==> src/rtl/mem_stage_lsu.sv <==
// rtl/mem_stage_lsu.sv - RV32I memory-stage load/store unit with ready/valid data-memory port
module mem_stage_lsu #(
  parameter int TIMEOUT = 16,
  parameter int CNT_W   = 5
) (
  input  logic        clk,
  input  logic        rst,
  input  logic        ex_valid,
  input  logic [31:0] ex_alu_result,
  input  logic [31:0] ex_store_data,
  input  logic [4:0]  ex_rd,
  input  logic [2:0]  ex_funct3,
  input  logic        ex_mem_read,
  input  logic        ex_mem_write,
  input  logic        ex_reg_write,
  output logic        dmem_req,
  output logic        dmem_we,
  output logic [31:0] dmem_addr,
  output logic [31:0] dmem_wdata,
  output logic [3:0]  dmem_wstrb,
  input  logic        dmem_ready,
  input  logic        dmem_rvalid,
  input  logic [31:0] dmem_rdata,
  output logic [31:0] wb_data_out,
  output logic [4:0]  instruction_rd_out,
  output logic        register_write_enable_out,
  output logic        mem_stall,
  output logic        misaligned_out,
  output logic        bus_error_out
);

  typedef enum logic [1:0] {S_IDLE, S_REQ, S_WAIT, S_DONE} state_t;

  state_t            state_q, state_d;
  logic [CNT_W-1:0]  cnt_q, cnt_d;
  logic [1:0]        addr_lo_q, addr_lo_d;
  logic [2:0]        funct3_q, funct3_d;
  logic [4:0]        rd_q, rd_d;
  logic              reg_write_q, reg_write_d;
  logic              is_load_q, is_load_d;
  logic              err_q, err_d;
  logic [31:0]       rbuf_q, rbuf_d;

  logic              mem_op;
  logic              is_store;
  logic              align_ok;
  logic              size_ok;
  logic              legal;
  logic [31:0]       st_wdata;
  logic [3:0]        st_wstrb;
  logic [7:0]        ld_byte;
  logic [15:0]       ld_half;
  logic [31:0]       ld_data;

  // Classify the EX/MEM instruction and check access size and alignment
  always_comb begin
    mem_op   = ex_valid & (ex_mem_read | ex_mem_write);
    is_store = ex_mem_write;
    case (ex_funct3[1:0])
      2'b00:   align_ok = 1'b1;
      2'b01:   align_ok = ~ex_alu_result[0];
      2'b10:   align_ok = (ex_alu_result[1:0] == 2'b00);
      default: align_ok = 1'b0;
    endcase
    if (is_store) begin
      size_ok = (ex_funct3[2] == 1'b0) && (ex_funct3[1:0] != 2'b11);
    end else begin
      size_ok = (ex_funct3 != 3'b011) && (ex_funct3[2:1] != 2'b11);
    end
    legal = align_ok & size_ok;
  end

  // Replicate store data across the word and place the byte strobes
  always_comb begin
    case (ex_funct3[1:0])
      2'b00: begin
        st_wdata = {4{ex_store_data[7:0]}};
        st_wstrb = 4'b0001 << ex_alu_result[1:0];
      end
      2'b01: begin
        st_wdata = {2{ex_store_data[15:0]}};
        st_wstrb = 4'b0011 << {ex_alu_result[1], 1'b0};
      end
      default: begin
        st_wdata = ex_store_data;
        st_wstrb = 4'b1111;
      end
    endcase
  end

  // Extract and extend the loaded byte/half/word from the captured response
  always_comb begin
    ld_byte = rbuf_q[{addr_lo_q, 3'b000} +: 8];
    ld_half = addr_lo_q[1] ? rbuf_q[31:16] : rbuf_q[15:0];
    case (funct3_q)
      3'b000:  ld_data = {{24{ld_byte[7]}}, ld_byte};
      3'b100:  ld_data = {24'h0, ld_byte};
      3'b001:  ld_data = {{16{ld_half[15]}}, ld_half};
      3'b101:  ld_data = {16'h0, ld_half};
      default: ld_data = rbuf_q;
    endcase
  end

  // Access sequencing: next state, latches and all outputs
  always_comb begin
    state_d     = state_q;
    cnt_d       = cnt_q;
    addr_lo_d   = addr_lo_q;
    funct3_d    = funct3_q;
    rd_d        = rd_q;
    reg_write_d = reg_write_q;
    is_load_d   = is_load_q;
    err_d       = err_q;
    rbuf_d      = rbuf_q;

    dmem_req                  = 1'b0;
    dmem_we                   = 1'b0;
    dmem_addr                 = 32'h0;
    dmem_wdata                = 32'h0;
    dmem_wstrb                = 4'h0;
    wb_data_out               = 32'h0;
    instruction_rd_out        = 5'h0;
    register_write_enable_out = 1'b0;
    mem_stall                 = 1'b0;
    misaligned_out            = 1'b0;
    bus_error_out             = 1'b0;

    case (state_q)
      S_IDLE: begin
        if (ex_valid && !mem_op) begin
          wb_data_out               = ex_alu_result;
          instruction_rd_out        = ex_rd;
          register_write_enable_out = ex_reg_write;
        end else if (mem_op && !legal) begin
          misaligned_out = 1'b1;
        end else if (mem_op) begin
          dmem_req    = 1'b1;
          dmem_we     = is_store;
          dmem_addr   = {ex_alu_result[31:2], 2'b00};
          dmem_wdata  = is_store ? st_wdata : 32'h0;
          dmem_wstrb  = is_store ? st_wstrb : 4'h0;
          mem_stall   = 1'b1;
          addr_lo_d   = ex_alu_result[1:0];
          funct3_d    = ex_funct3;
          rd_d        = ex_rd;
          reg_write_d = ex_reg_write;
          is_load_d   = ~is_store;
          cnt_d       = '0;
          state_d     = dmem_ready ? S_WAIT : S_REQ;
        end
      end
      S_REQ: begin
        // EX/MEM is frozen, so the ex_* inputs still describe this access
        dmem_req   = 1'b1;
        dmem_we    = is_store;
        dmem_addr  = {ex_alu_result[31:2], 2'b00};
        dmem_wdata = is_store ? st_wdata : 32'h0;
        dmem_wstrb = is_store ? st_wstrb : 4'h0;
        mem_stall  = 1'b1;
        if (dmem_ready) begin
          state_d = S_WAIT;
        end
      end
      S_WAIT: begin
        mem_stall = 1'b1;
        cnt_d     = cnt_q + CNT_W'(1);
        if (dmem_rvalid) begin
          rbuf_d  = dmem_rdata;
          cnt_d   = '0;
          state_d = S_DONE;
        end else if (cnt_q == CNT_W'(TIMEOUT - 1)) begin
          err_d   = 1'b1;
          cnt_d   = '0;
          state_d = S_DONE;
        end
      end
      S_DONE: begin
        instruction_rd_out = rd_q;
        if (is_load_q) begin
          wb_data_out               = ld_data;
          register_write_enable_out = reg_write_q & ~err_q;
        end
        bus_error_out = err_q;
        err_d         = 1'b0;
        state_d       = S_IDLE;
      end
      default: state_d = S_IDLE;
    endcase
  end

  // State and latch registers with synchronous active-low reset
  always_ff @(posedge clk) begin
    if (!rst) begin
      state_q     <= S_IDLE;
      cnt_q       <= '0;
      addr_lo_q   <= 2'b00;
      funct3_q    <= 3'b000;
      rd_q        <= 5'h0;
      reg_write_q <= 1'b0;
      is_load_q   <= 1'b0;
      err_q       <= 1'b0;
      rbuf_q      <= 32'h0;
    end else begin
      state_q     <= state_d;
      cnt_q       <= cnt_d;
      addr_lo_q   <= addr_lo_d;
      funct3_q    <= funct3_d;
      rd_q        <= rd_d;
      reg_write_q <= reg_write_d;
      is_load_q   <= is_load_d;
      err_q       <= err_d;
      rbuf_q      <= rbuf_d;
    end
  end

endmodule

==> config.mk <==
export PLATFORM = sky130hd
export DESIGN_NAME = mem_stage_lsu
export DESIGN_NICKNAME = d
export VERILOG_FILES = /design/src/rtl/mem_stage_lsu.sv
export SDC_FILE = /design/constraint.sdc
export NUM_CORES = 1
export LEC_CHECK = 0
export BUFFER_PORTS_ARGS = -buffer_cell sky130_fd_sc_hd__buf_2
export CORE_MARGIN = 5
export CORE_UTILIZATION = 42
export CTS_BUF_LIST = sky130_fd_sc_hd__clkbuf_4 sky130_fd_sc_hd__clkbuf_8
export DETAILED_ROUTE_END_ITERATION = 12
export GPL_TIMING_DRIVEN = 1
export PLACE_DENSITY = 0.79
export SYNTH_ARGS = -nofsm -noshare
export SYNTH_HDL_FRONTEND = slang
export SYNTH_SLANG_ARGS = --single-unit
==> constraint.sdc <==
create_clock -name clk -period 2 [get_ports clk]
set_input_delay 0.3 -clock clk [delete_from_list [all_inputs] [get_ports clk]]
set_output_delay 0.3 -clock clk [all_outputs]
set_load 0.02 [all_outputs]
## Word level (Yosys, flattened, before mapping)

Index checks and enable logic that the tools add are counted.

- Output and inout bits: 111
- Input bits: 112
- Logic and storage cells: 118
- Flip-flop bits (word level): 52

- Equal/unequal tests: 19
- Bitwise gates (word level): 10
- Multiplexer cells: 58
- Reductions and logical operators: 18
- Shift-type cells: 3
- $add $sub $neg: 1

Operator list:

| cell | count |
|---|---|
| 32-bit two-way mux | 9 |
| 32-bit one-hot mux with 2 select lines | 4 |
| 32-bit one-hot mux with 4 select lines | 1 |
| 32-bit by 6-bit variable part select with 8-bit output | 1 |
| 5-bit two-way mux | 6 |
| 5-bit one-hot mux with 2 select lines | 2 |
| 16-bit two-way mux | 1 |
| 4-bit two-way mux | 4 |
| 2-bit inequality test (second input constant) | 8 |
| 4-bit one-hot mux with 2 select lines | 2 |
| 1-bit two-way mux | 15 |
| 2-bit two-way mux | 7 |
| 1-bit one-hot mux with 2 select lines | 5 |
| 2-bit one-hot mux with 4 select lines | 1 |
| 4-bit AND reduction | 2 |
| 2-bit == test (second input constant) | 3 |
| 3-bit == test (second input constant) | 2 |
| 2-bit zero test | 3 |
| 1-bit inverter | 6 |
| 5-bit by 1-bit adder with 5-bit output (second input constant) | 1 |
| 5-bit by 4-bit == test with 1-bit output (second input constant) | 1 |
| 5-bit AND reduction | 1 |
| 2-bit by 1-bit == test with 1-bit output (second input constant) | 2 |
| 1-bit logical AND | 4 |
| 14 further kinds | 18 |

## Depth between registers and ports, before layout

Gate-level depths: netlist of run 1.

- Depth after elaboration: 9
- Mapped depth: 9
- Gate-level depth less buffers: 6

## Worst setup path before layout of run 1

No wires, ideal clock.

- Path type: reg-to-output
- Start: register state_q[0]
- End: output wb_data_out[21]
- Stages on the path, launching flop included: 8
- Required time: 1.700 ns
- Setup slack: -0.213 ns
- Data arrival time: 1.913 ns
- Buffers on the path: 3
- Cells stage by stage: dfxtp_1 > ha_1 > clkbuf_1 > and3_1 > clkbuf_1 > clkbuf_1 > a22oi_1 > a21oi_1

- Cells in the longest elaborated chain, start to end: 2
- Elaborated cells between the ends (all ways): 3
- Classes of those cells: eq/ne: 1; mux: 1; reduce/logical: 1

Ends and longest elaborated chain:

| item | line | RTL |
|---|---|---|
| from (decl) | 34 | `state_t state_q, state_d;` |
| from (signal assigned) | 204 | `state_q <= state_d;` |
| 2-bit == test or 2-bit zero test (tied branches) | 128 | `case (state_q)` |
| 32-bit one-hot mux with 2 select lines * | 128 |  |
| to (decl) | 24 | `output logic [31:0] wb_data_out,` |

Mark *: on every way between the ends. The rest lies on a longest branch, timed or not.

## Worst setup path after layout of run 1

- Start: register state_q[1]
- End: output dmem_wdata[14]

- Cells in the longest elaborated chain, start to end: 2
- Elaborated cells between the ends (all ways): 3
- Classes of those cells: eq/ne: 1; mux: 1; reduce/logical: 1

Ends and longest elaborated chain:

| item | line | RTL |
|---|---|---|
| 2-bit by 1-bit == test with 1-bit output or 2-bit zero test (tied branches) | 128 |  |
| 32-bit one-hot mux with 2 select lines * | 128 |  |
| to (decl) | 19 | `output logic [31:0] dmem_wdata,` |

Marks and branches as above.

==> key figures, run 1 <==
Worst setup path
  • CP arrival: 2.08 ns
  • Required time worst endpoint: 1.70 ns
  • Crit path launch type: flip-flop
  • Crit-path max FO: 6
  • Reg2Reg Setup Slack: 0.07 ns
  • Cells on worst reg2reg path: 10
  • Worst flop-to-flop path startpoint: state_q[1]
  • CP Class: reg2out
  • R2R Path End: cnt_q[3]
  • Worst Setup SP: state_q[1]
  • Critical Path End Type: output pin

Global routing
  • Top Usage Layer GRT: met2
  • Vias in the first global route: 5,627
  • Met3 usage: 5.64%
  • Largest net degree at the start of global routing: 38
  • GR met2 Demand/Resource: 55.5%
  • Met1 usage in global routing: 36.6%
  • First-pass GRT wire length: 29,000 µm
  • Initial antenna violation count: 0
  • Grt ovf: 0
  • Global Route Usage Sum: 31.3%

Yosys
  • Post-synth EDFFs: 0
  • Post-synth ARST share: 0%
  • Synth top area cells: dfxtp_1 (26%), nand2_1 (12%), a21boi_0 (8.2%)
  • Mapped Area: 0.00402 mm²
  • FF+latch count, synth: 52
  • Syn avg cell area: 7.12 µm²
  • Yosys warns: 0
  • Post-Synthesis Cells: 565
  • Top cells by count, synth: nand2_1 (128), dfxtp_1 (52), a21oi_1 (50), a21boi_0 (44), nor2_1 (42)
  • Top FF cell, synth: dfxtp_1
  • Post-synth top area share: 25.9%
  • Distinct cells, synth: 45
  • Sequential area share after synthesis: 25.9%
  • Area leader, netlist: dfxtp_1
  • Most common cell in the synthesized netlist: nand2_1

Status
  • Violated checks: negative setup slack
  • Status: finished with violations

Timing
  • Final setup violation count: 107
  • Worst slew margin: 66.8%
  • Tmin final: 2.38 ns
  • Worst-Margin Slew: 0.493 ns
  • Final Hold Fails: 0
  • Skew final: 0.0155 ns
  • RSZ-0062 raised after global routing: true
  • Hold Slack: 0.206 ns
  • Setup TNS: -26.71 ns
  • Setup slack after layout: -0.379 ns
  • F_max: 0.420 GHz
  • Fin crit share: 119%
  • Final Max Tran Viols: 0

Detailed routing
  • Via density per instance: 6.09
  • Avg WL per Cell: 22.8 µm
  • DRC viols: 0
  • Final wirelength: 21,700 µm
  • Starting DRT DRC Count: 592
  • First drt pass iteration count: 6
  • Routed Antenna Nets: 0
  • Total number of vias: 5,803

Die
  • Site row count: 35
  • Core Area: 0.00928 mm²
  • Initial Utilization: 43.3%
  • Die footprint: 0.0116 mm²
  • Die X: 108 µm
  • Die Y-Extent: 108 µm
  • IO Pins: 223

Placement
  • Cells after DPL: 902
  • Gp weighted congestion: 0.931
  • Placed Area: 0.00561 mm²
  • DP HPWL: 11,700 µm
  • Port bufs: 220

Power and ir drop
  • Peak supply drop: 537 µV
  • Switching portion of total power: 42.8%
  • PD cells: 794 mW/mm²
  • Reg power frac: 20.4%
  • Leak pwr: 0.00327 µW
  • Clock power frac: 11.9%
  • Comb power frac: 67.7%
  • Cell Int Power: 3490 µW
  • P_sw: 2610 µW

Clocking
  • H-tree levels: 2
  • TritonCTS Buffers: 5
  • Clock transition at path regs: 0.11 ns
  • Root Buffer: clkbuf_8
  • Worst skew pair latency: 0.33 ns
  • Max clock buf depth: 2
  • Clock tree sinks: 52
  • CTS tree: yes

Cells and area
  • Fraction of layout cells with a size suffix above 1: 58.5%
  • Fillers: 499
  • Nets@finish: 942
  • Ant. Diodes: 0
  • Area Growth Syn to Fin: 91.0%
  • Final instance area: 0.00768 mm²
  • Layout Cells excl Fill: 953

Job
  • Maxcap violations: 0

Worst hold path
  • WHS Path Cells: 3
  • Worst hold start: dmem_rdata[31]
  • HP Class: in2reg
  • Worst Hold End: rbuf_q[31]
## cell usage in the layout (no fill, tap or decap), types with 11 or more instances in the layout
master and count:
buf_4 52, nand2b_1 19, o21ai_0 16, a21oi_1 19, nor2_1 18, mux2i_1 20
a21boi_0 44, mux2_4 15, dfxtp_1 44, nor2_4 18, a22oi_2 11, and2_4 31
buf_12 15, buf_2 115, a21oi_4 23, nand2_1 113, a22oi_1 13, buf_6 113
## per-layer routing
| layer | wire length [µm] | up-vias | share of wire (%) |
|---|---|---|---|
| li1 | - | 2468 | - |
| met1 | 7620 | 2756 | 35 |
| met2 | 10600 | 444 | 49 |
| met3 | 2040 | 135 | 9.4 |
| met4 | 1440 | 0 | 6.6 |
| met5 | 0 | - | 0 |
## metrics by stage
| step | utilization [%] | setup slack (ns) | power, µW |
|---|---|---|---|
| floorplan | - | -0.0766 | 2760 |
| finish | 82.7 | -0.379 | 6100 |
| global placement | 60.5 | -0.0667 | 3610 |
| detailed placement | 60.5 | -0.112 | 3670 |
| global route | 82.7 | -0.409 | 6310 |
| CTS | 76.5 | -0.225 | 5650 |
## repair_timing
| item | 4_1_cts | 5_1_grt |
|---|---|---|
| setup buffers | 21 | 19 |
| pin swaps | 53 | 44 |
| gates cloned | 10 | 5 |
| resized for setup | 311 | 130 |
| endpoints found under the setup margin | 107 | 111 |
| hold buffers | 0 | 0 |
## power groups by stage
stage	Sequential, µW	Clock [µW]	Combinational [µW]
5_1_grt	1250	765	4290
2_1_floorplan	1200	0	1560
3_3_place_gp	1230	0	2380
3_5_place_dp	1240	0	2440
4_1_cts	1220	703	3730
6_report	1250	724	4130
## registers in the layout, summed over array words and instances, names as in the netlist
signal,cells
rbuf_q,32
cnt_q,5
rd_q,5
funct3_q,3
addr_lo_q,2
state_q,2
err_q,1
is_load_q,1
reg_write_q,1
## cell families (layout without fill, tap and decap cells)
group           after synthesis  after routing  share of synthesized area, %
mux                          38             38                          10.3
other cells                   1              2                        0.0933
fa+ha+maj                     5              5                          1.56
simple gates                246            246                          28.0
flops                        52             52                          25.9
buf+inv                      59            317                          6.63
compound gates              164            164                          27.5
## layout make-up
class,count,area (µm²),share of cell area (%)
clock buffer,5,68.8,0.896
timing repair buffer,303,2730,35.5
multi-input combinational,455,3600,46.9
inverter,8,30.0,0.391
tap,129,161,2.10
sequential,52,1060,13.8
clock inverter,1,30.0,0.391
## critical path: stages (launching register included)
cell and delay, ns:
dfxtp_2 0.35, inv_2 0.08, ha_4 0.15, o211ai_1 0.12, buf_4 0.18, a21oi_4 0.19
o21ai_4 0.13, buf_4 0.16, buf_12 0.14, a21oi_4 0.12, buf_6 0.13
## worst max path at each step
stage / to / cells after the start
after floorplan: dmem_wdata[22] / 6
after global placement: dmem_wdata[4] / 7
after detailed placement: wb_data_out[29] / 6
after CTS: dmem_wstrb[3] / 10
after global routing: dmem_wdata[14] / 10
final: dmem_wdata[14] / 10
No activity file was read; power rests on OpenSTA's default activity.
==> inputs of run 2 (changes only) <==
--- a/config.mk
+++ b/config.mk
@@ -15,3 +15,4 @@
 export SYNTH_ARGS = -nofsm -noshare
 export SYNTH_HDL_FRONTEND = slang
 export SYNTH_SLANG_ARGS = --single-unit
+export TNS_END_PERCENT = 30
==> run 2 against run 1 <==
  * The flow still finishes with violations (negative setup slack)
  * Clock-buffer cell count is 1 higher
  * Sequential power barely moved
  * Utilization decreased by 12 points
  * Routed wire length decreased by 22%
  * Combinational power shrank 26%
  * Largest power group unchanged
==> key figures, run 2 (same netlist as run 1, synthesis figures left out) <==
Cells and area
  • Fraction of layout cells with a size suffix above 1: 48.4% (-10 points)
  • Biggest register: rbuf_q
  • Most frequent cells in the layout: buf_2 (124), nand2_1 (117), buf_4 (73), buf_6 (66), dfxtp_1 (45)
  • Fillers: 721 (+44%)
  • Area Growth Syn to Fin: 63.9%
  • Commonest non-fill, non-tap cell in the layout: buf_2
  • Max reg flops: 32 (unchanged)
  • Final Util: 71.0% (-12 points)
  • Ant. Diodes: 0 (unchanged)
  • Nets@finish: 911 (-3.3%)
  • Registers with the most flip-flops: rbuf_q x32, cnt_q x5, rd_q x5

Clocking
  • TritonCTS Buffers: 5 (unchanged)
  • CTS tree: yes
  • Clock transition at path regs: 0.10 ns (about the same)
  • Clock tree sinks: 52 (unchanged)
  • Max clock buf depth: 2 (unchanged)
  • Worst skew pair latency: 0.31 ns (-0.02 ns)
  • Root Buffer: clkbuf_8
  • H-tree levels: 2 (unchanged)

Worst setup path
  • CP cell instances: mux4_2, a21oi_2, buf_6, nand2_2, a32o_2, buf_6
  • CP arrival: 2.01 ns (-0.07 ns)
  • Required time worst endpoint: 1.70 ns (about the same)
  • Bufs and invs on worst path: 2 (-3)
  • Largest delay share family, worst path: multiplexers
  • Crit path launch type: flip-flop
  • Reg2Reg Setup Slack: 0.19 ns (+0.12 ns)
  • Critical Path End Type: output pin
  • CP Class: reg2out
  • Top cell by count, worst path: buf_6
  • Biggest cell delay along the critical path: 0.51 ns (+0.16 ns)
  • Crit-path max FO: 7 (+1)
  • Slowest cell on the critical path: mux4_2

Timing
  • Setup TNS: -18.49 ns (+8.22 ns)
  • Worst-Margin Slew: 0.613 ns (+0.120 ns)
  • F_max: 0.434 GHz (+3.2%)
  • RSZ-0062 raised after global routing: true
  • Final Hold Fails: 0 (unchanged)
  • Tmin final: 2.31 ns (-0.0741 ns)
  • Final Max Tran Viols: 0 (unchanged)
  • Fin crit share: 115% (-3.7 points)
  • Skew final: 0.00505 ns (-0.0104 ns)
  • Worst slew margin: 59.2% (-7.7 points)
  • Setup slack after layout: -0.305 ns (+0.0741 ns)
  • Final setup violation count: 107 (unchanged)

Detailed routing
  • Starting DRT DRC Count: 491 (-17%)
  • First drt pass iteration count: 5 (-1)
  • Avg WL per Cell: 18.3 µm (-19%)
  • Routed Antenna Nets: 0 (unchanged)
  • Via density per instance: 5.57 (-8.5%)
  • Final wirelength: 16,900 µm (-22%)
  • DRC viols: 0 (unchanged)
  • Total number of vias: 5,143 (-11%)

Global routing
  • Grt ovf: 0 (unchanged)
  • Largest net degree at the start of global routing: 39 (+2.6%)
  • First-pass GRT wire length: 24,000 µm (-17%)
  • Global Route Usage Sum: 25.3% (-6.0 points)
  • Vias in the first global route: 4,936 (-12%)
  • Initial antenna violation count: 0 (unchanged)

Die
  • Die Y-Extent: 108 µm (unchanged)
  • IO Pins: 223 (unchanged)
  • Die X: 108 µm (unchanged)
  • Site row count: 35 (unchanged)
  • Initial Utilization: 43.3% (unchanged)
  • Die footprint: 0.0116 mm² (unchanged)
  • Core Area: 0.00928 mm² (unchanged)

Power and ir drop
  • Leak pwr: 0.00289 µW (-12%)
  • Final Power: 4930 µW (-19%)
  • PD cells: 747 mW/mm² (-5.9%)
  • Peak supply drop: 424 µV (-21%)

Worst hold path
  • HP Class: in2reg

Status
  • Violated checks: negative setup slack
  • Status: finished with violations

Placement
  • Port bufs: 220 (unchanged)
  • DP HPWL: 11,800 µm (+1.1%)
  • Gp weighted congestion: 0.928 (-0.38%)
  • Pre-CTS setup slack: -0.114 ns (-0.00239 ns)

Job
  • Maxcap violations: 0 (unchanged)
-- run 2: repair_timing --
item | CTS | global route
pin swaps | 10 | 27
gates resized for setup | 132 | 124
hold buffers | 0 | 0
gates cloned | 2 | 1
setup endpoints to repair | 107 | 107
setup buffers | 3 | 6
-- run 2: worst min-delay path, delay by kind of cell --
family	cells	cell delay (ns)
compound gates	1	0.06
buf+inv	1	0.10
simple gates	1	0.04
-- run 2: worst paths after layout --
kind                  from              to  cells after the start
max           addr_lo_q[0]  wb_data_out[9]                      6
min          dmem_rdata[2]       rbuf_q[2]                      3
max reg2reg     state_q[0]      state_q[0]                      7
min reg2reg        rd_q[2]         rd_q[2]                      2
-- run 2: power breakdown --
part / internal (µW) / switching (µW) / total (µW)
Clock: 277 / 350 / 627
Combinational: 1310 / 1740 / 3050
Sequential: 1140 / 112 / 1250
Total: 2720 / 2200 / 4930
-- run 2: per-layer routing --
metal / part of all wire (%) / global-route usage [%] / up-vias
li1: - / - / 2406
met1: 39 / 32.0 / 2439
met2: 51 / 45.2 / 253
met3: 7.1 / 3.18 / 45
met4: 2.7 / 6.40 / 0
met5: 0 / 0 / -
-- run 2: area by class of cell --
type	count	area (µm²)	share of cell area, %
clock buffers	6	82.6	1.25
well taps	129	161	2.45
inverters	8	35.0	0.531
flip-flops and latches	52	1060	16.1
repair buffers	272	2080	31.6
multi-input cells	455	3160	48.0
clock inverters	1	8.76	0.133
-- run 2: metrics by stage --
stage | std cells | hold slack (ns) | instance area [µm²]
after detailed placement | 904 | 0.458 | 5560
after global placement | 904 | 0.449 | 5560
after global routing | 923 | 0.227 | 6590
final | 923 | 0.226 | 6590
after CTS | 916 | 0.228 | 6110
after floorplan | 566 | 0.439 | 4170
==> inputs of run 3 (changes only) <==
==> config.mk (replaced) <==
export PLATFORM = sky130hd
export DESIGN_NAME = mem_stage_lsu
export DESIGN_NICKNAME = d
export VERILOG_FILES = /design/src/rtl/mem_stage_lsu.sv
export SDC_FILE = /design/constraint.sdc
export NUM_CORES = 1
export LEC_CHECK = 0
export BUFFER_PORTS_ARGS = -buffer_cell sky130_fd_sc_hd__buf_2
export CORE_UTILIZATION = 41
export CTS_BUF_LIST = sky130_fd_sc_hd__clkbuf_16
export DETAILED_ROUTE_END_ITERATION = 12
export GPL_TIMING_DRIVEN = 1
export PLACE_DENSITY = 0.78
export SYNTH_ARGS = -nofsm -noshare
export SYNTH_HDL_FRONTEND = slang
export SYNTH_SLANG_ARGS = --single-unit
export TNS_END_PERCENT = 30
==> run 3 against run 2 <==
  * The flow still finishes with violations (negative setup slack)
  * Sequential share of layout area is 0.66 points lower
  * Clock-buffer cell count is 1 lower
  * Clock skew is 0.00060 ns higher
  * Register-to-register slack worse by 0.04 ns
  * Largest power group unchanged
  * Power is 11% higher
  * Critical path type unchanged
  * Hold slack better by 0.028 ns
  * Highest routed layer unchanged
  * Combinational power is 6.9% higher
  * Fmax is 3.6% higher
  * Flip-flop and latch count stayed put
  * Via count is 3.2% higher
  * Setup slack better by 0.080 ns
==> key figures, run 3 (same netlist as run 1, synthesis figures left out) <==
Timing
  • Tmin final: 2.23 ns (-0.0797 ns)
  • RSZ-0062 raised after global routing: true
  • Final Max Tran Viols: 0 (unchanged)
  • Hold Slack: 0.253 ns (+0.0276 ns)
  • Final Hold Fails: 0 (unchanged)
  • Skew final: 0.00565 ns (+0.000602 ns)
  • F_max: 0.449 GHz (+3.6%)
  • Final setup violation count: 105 (-1.9%)
  • Fin crit share: 111% (-4.0 points)
  • Setup slack after layout: -0.225 ns (+0.0797 ns)
  • Setup TNS: -14.97 ns (+3.52 ns)

Detailed routing
  • Total number of vias: 5,310 (+3.2%)
  • Routed Antenna Nets: 0 (unchanged)
  • Final wirelength: 17,200 µm (+1.8%)
  • Via density per instance: 5.73 (+2.9%)
  • Starting DRT DRC Count: 415 (-15%)
  • DRC viols: 0 (unchanged)
  • Avg WL per Cell: 18.6 µm (+1.5%)
  • First drt pass iteration count: 5 (unchanged)

Global routing
  • Largest net degree at the start of global routing: 38 (-2.6%)
  • Vias in the first global route: 5,013 (+1.6%)
  • Global Route Usage Sum: 31.0% (+5.7 points)
  • First-pass GRT wire length: 25,000 µm (+4.1%)
  • Initial antenna violation count: 0 (unchanged)
  • Grt ovf: 0 (unchanged)

Cells and area
  • Area Growth Syn to Fin: 70.9%
  • Commonest non-fill, non-tap cell in the layout: nand2_1
  • Fillers: 696 (-3.5%)
  • Registers with the most flip-flops: rbuf_q x32, cnt_q x5, rd_q x5
  • Most frequent cells in the layout: nand2_1 (120), buf_2 (116), buf_6 (76), buf_4 (69), dfxtp_1 (45)
  • Nets@finish: 913 (+0.22%)
  • Max reg flops: 32 (unchanged)
  • Ant. Diodes: 0 (unchanged)
  • Biggest register: rbuf_q
  • Fraction of layout cells with a size suffix above 1: 51.6% (+3.2 points)

Clocking
  • Clock transition at path regs: 0.07 ns (-0.03 ns)
  • Worst skew pair latency: 0.29 ns (-0.02 ns)
  • TritonCTS Buffers: 5 (unchanged)
  • CTS tree: yes
  • Root Buffer: clkbuf_16
  • Clock tree sinks: 52 (unchanged)
  • H-tree levels: 2 (unchanged)
  • CTS Hold Bufs: 0 (unchanged)
  • Max clock buf depth: 2 (unchanged)

Worst setup path
  • Worst flop-to-flop path startpoint: state_q[1]
  • Critical Path End Type: output pin
  • Top cell by count, worst path: buf_6
  • WP depth: 6 (unchanged)
  • CP cell instances: mux4_2, a21oi_2, buf_6, nand2_2, a32o_2, buf_6
  • Worst Setup SP: addr_lo_q[0]
  • Biggest cell delay along the critical path: 0.51 ns (about the same)
  • Largest delay share family, worst path: multiplexers
  • Bufs and invs on worst path: 2 (unchanged)
  • Reg2Reg Setup Slack: 0.15 ns (-0.04 ns)
  • Required time worst endpoint: 1.70 ns (about the same)
  • R2R Path End: addr_lo_q[0]
  • CP arrival: 1.93 ns (-0.08 ns)
  • Crit path to: wb_data_out[11]
  • CP Class: reg2out
  • Crit-path max FO: 7 (unchanged)
  • Slowest cell on the critical path: mux4_2
  • Cells on worst reg2reg path: 10 (+3)
  • Crit path launch type: flip-flop

Placement
  • Port bufs: 220 (unchanged)
  • Gp weighted congestion: 0.863 (-7.0%)
  • DP HPWL: 11,100 µm (-5.5%)

Power and ir drop
  • Final Power: 5490 µW (+11%)
  • PD cells: 799 mW/mm² (+6.8%)
  • Peak supply drop: 502 µV (+18%)
  • Leak pwr: 0.00301 µW (+4.2%)

Die
  • Core Area: 0.00937 mm² (+0.94%)
  • Die Y-Extent: 101 µm (-6.3%)
  • Initial Utilization: 42.9% (-0.40 points)
  • Die X: 101 µm (-6.3%)
  • IO Pins: 223 (unchanged)
  • Site row count: 35 (unchanged)
  • Die footprint: 0.0102 mm² (-12%)

Status
  • Violated checks: negative setup slack
  • Status: finished with violations

Job
  • Maxcap violations: 0 (unchanged)

Worst hold path
  • HP Class: in2reg
## run 3: cell types whose count changed in the layout (fill, tap and decap cells not counted), sizes merged
cell and change:
buf +2, inv +2, bufinv +1, clkdlybuf4s15 -1
clkinv -1
## run 3: through the flow
| stage | utilization, % | setup slack, ns | cell area, µm² | cells |
|---|---|---|---|---|
| finish | 73.3 | -0.225 | 6870 | 926 |
| global route | 73.3 | -0.284 | 6870 | 926 |
| CTS | 70.1 | -0.214 | 6570 | 923 |
| detailed placement | 59.9 | -0.125 | 5610 | 905 |
| global placement | 59.9 | -0.0565 | 5610 | 905 |
| floorplan | - | -0.0766 | 4170 | 566 |
## run 3: how the worst min path moves through the flow
stage                    from           to  slack, ns  cells after the start
2_1_floorplan     reg_write_q  reg_write_q       0.44                      2
3_3_place_gp      reg_write_q  reg_write_q       0.45                      2
3_5_place_dp          rd_q[4]      rd_q[4]       0.46                      2
4_1_cts        dmem_rdata[17]   rbuf_q[17]       0.26                      3
5_1_grt        dmem_rdata[17]   rbuf_q[17]       0.26                      3
6_report       dmem_rdata[17]   rbuf_q[17]       0.25                      3
## run 3: area by class of cell
class / instances / area, µm² / area share [%]
multi-input cells: 455 / 3210 / 46.7
repair buffers: 274 / 2240 / 32.6
flip-flops and latches: 52 / 1060 / 15.4
well taps: 129 / 161 / 2.35
clock buffers: 5 / 125 / 1.82
clock inverters: 3 / 42.5 / 0.619
inverters: 8 / 35.0 / 0.510
## run 3: tightest hold or removal path: cells and delay by family
family / cells / cell delay (ns)
AND/OR/NAND/NOR: 1 / 0.04
buffers and inverters: 1 / 0.09
AO/OA/AOI/OAI: 1 / 0.06
## run 3: timing repair
| action | 4_1_cts | 5_1_grt |
|---|---|---|
| cloned | 3 | 1 |
| gates resized for setup | 220 | 77 |
| pin swaps | 19 | 32 |
| setup endpoints to repair | 107 | 107 |
| buffers inserted | 7 | 2 |
| hold endpoints to repair | 0 | 0 |
## run 3: routing by layer
| layer | up-vias | part of all wire, % | track usage, % |
|---|---|---|---|
| met5 | - | 0 | 0 |
| met4 | 0 | 3.6 | 9.70 |
| met3 | 72 | 6.3 | 4.85 |
| met2 | 309 | 51 | 56.0 |
| met1 | 2511 | 39 | 37.6 |
| li1 | 2418 | - | - |
## run 3: where the power goes
group	switching, µW	total [µW]	leakage (µW)	internal [µW]
clock	396	988	0.0000856	591
sequential	107	1250	0.000425	1140
combinational	1780	3260	0.00250	1480
total	2280	5490	0.00301	3210
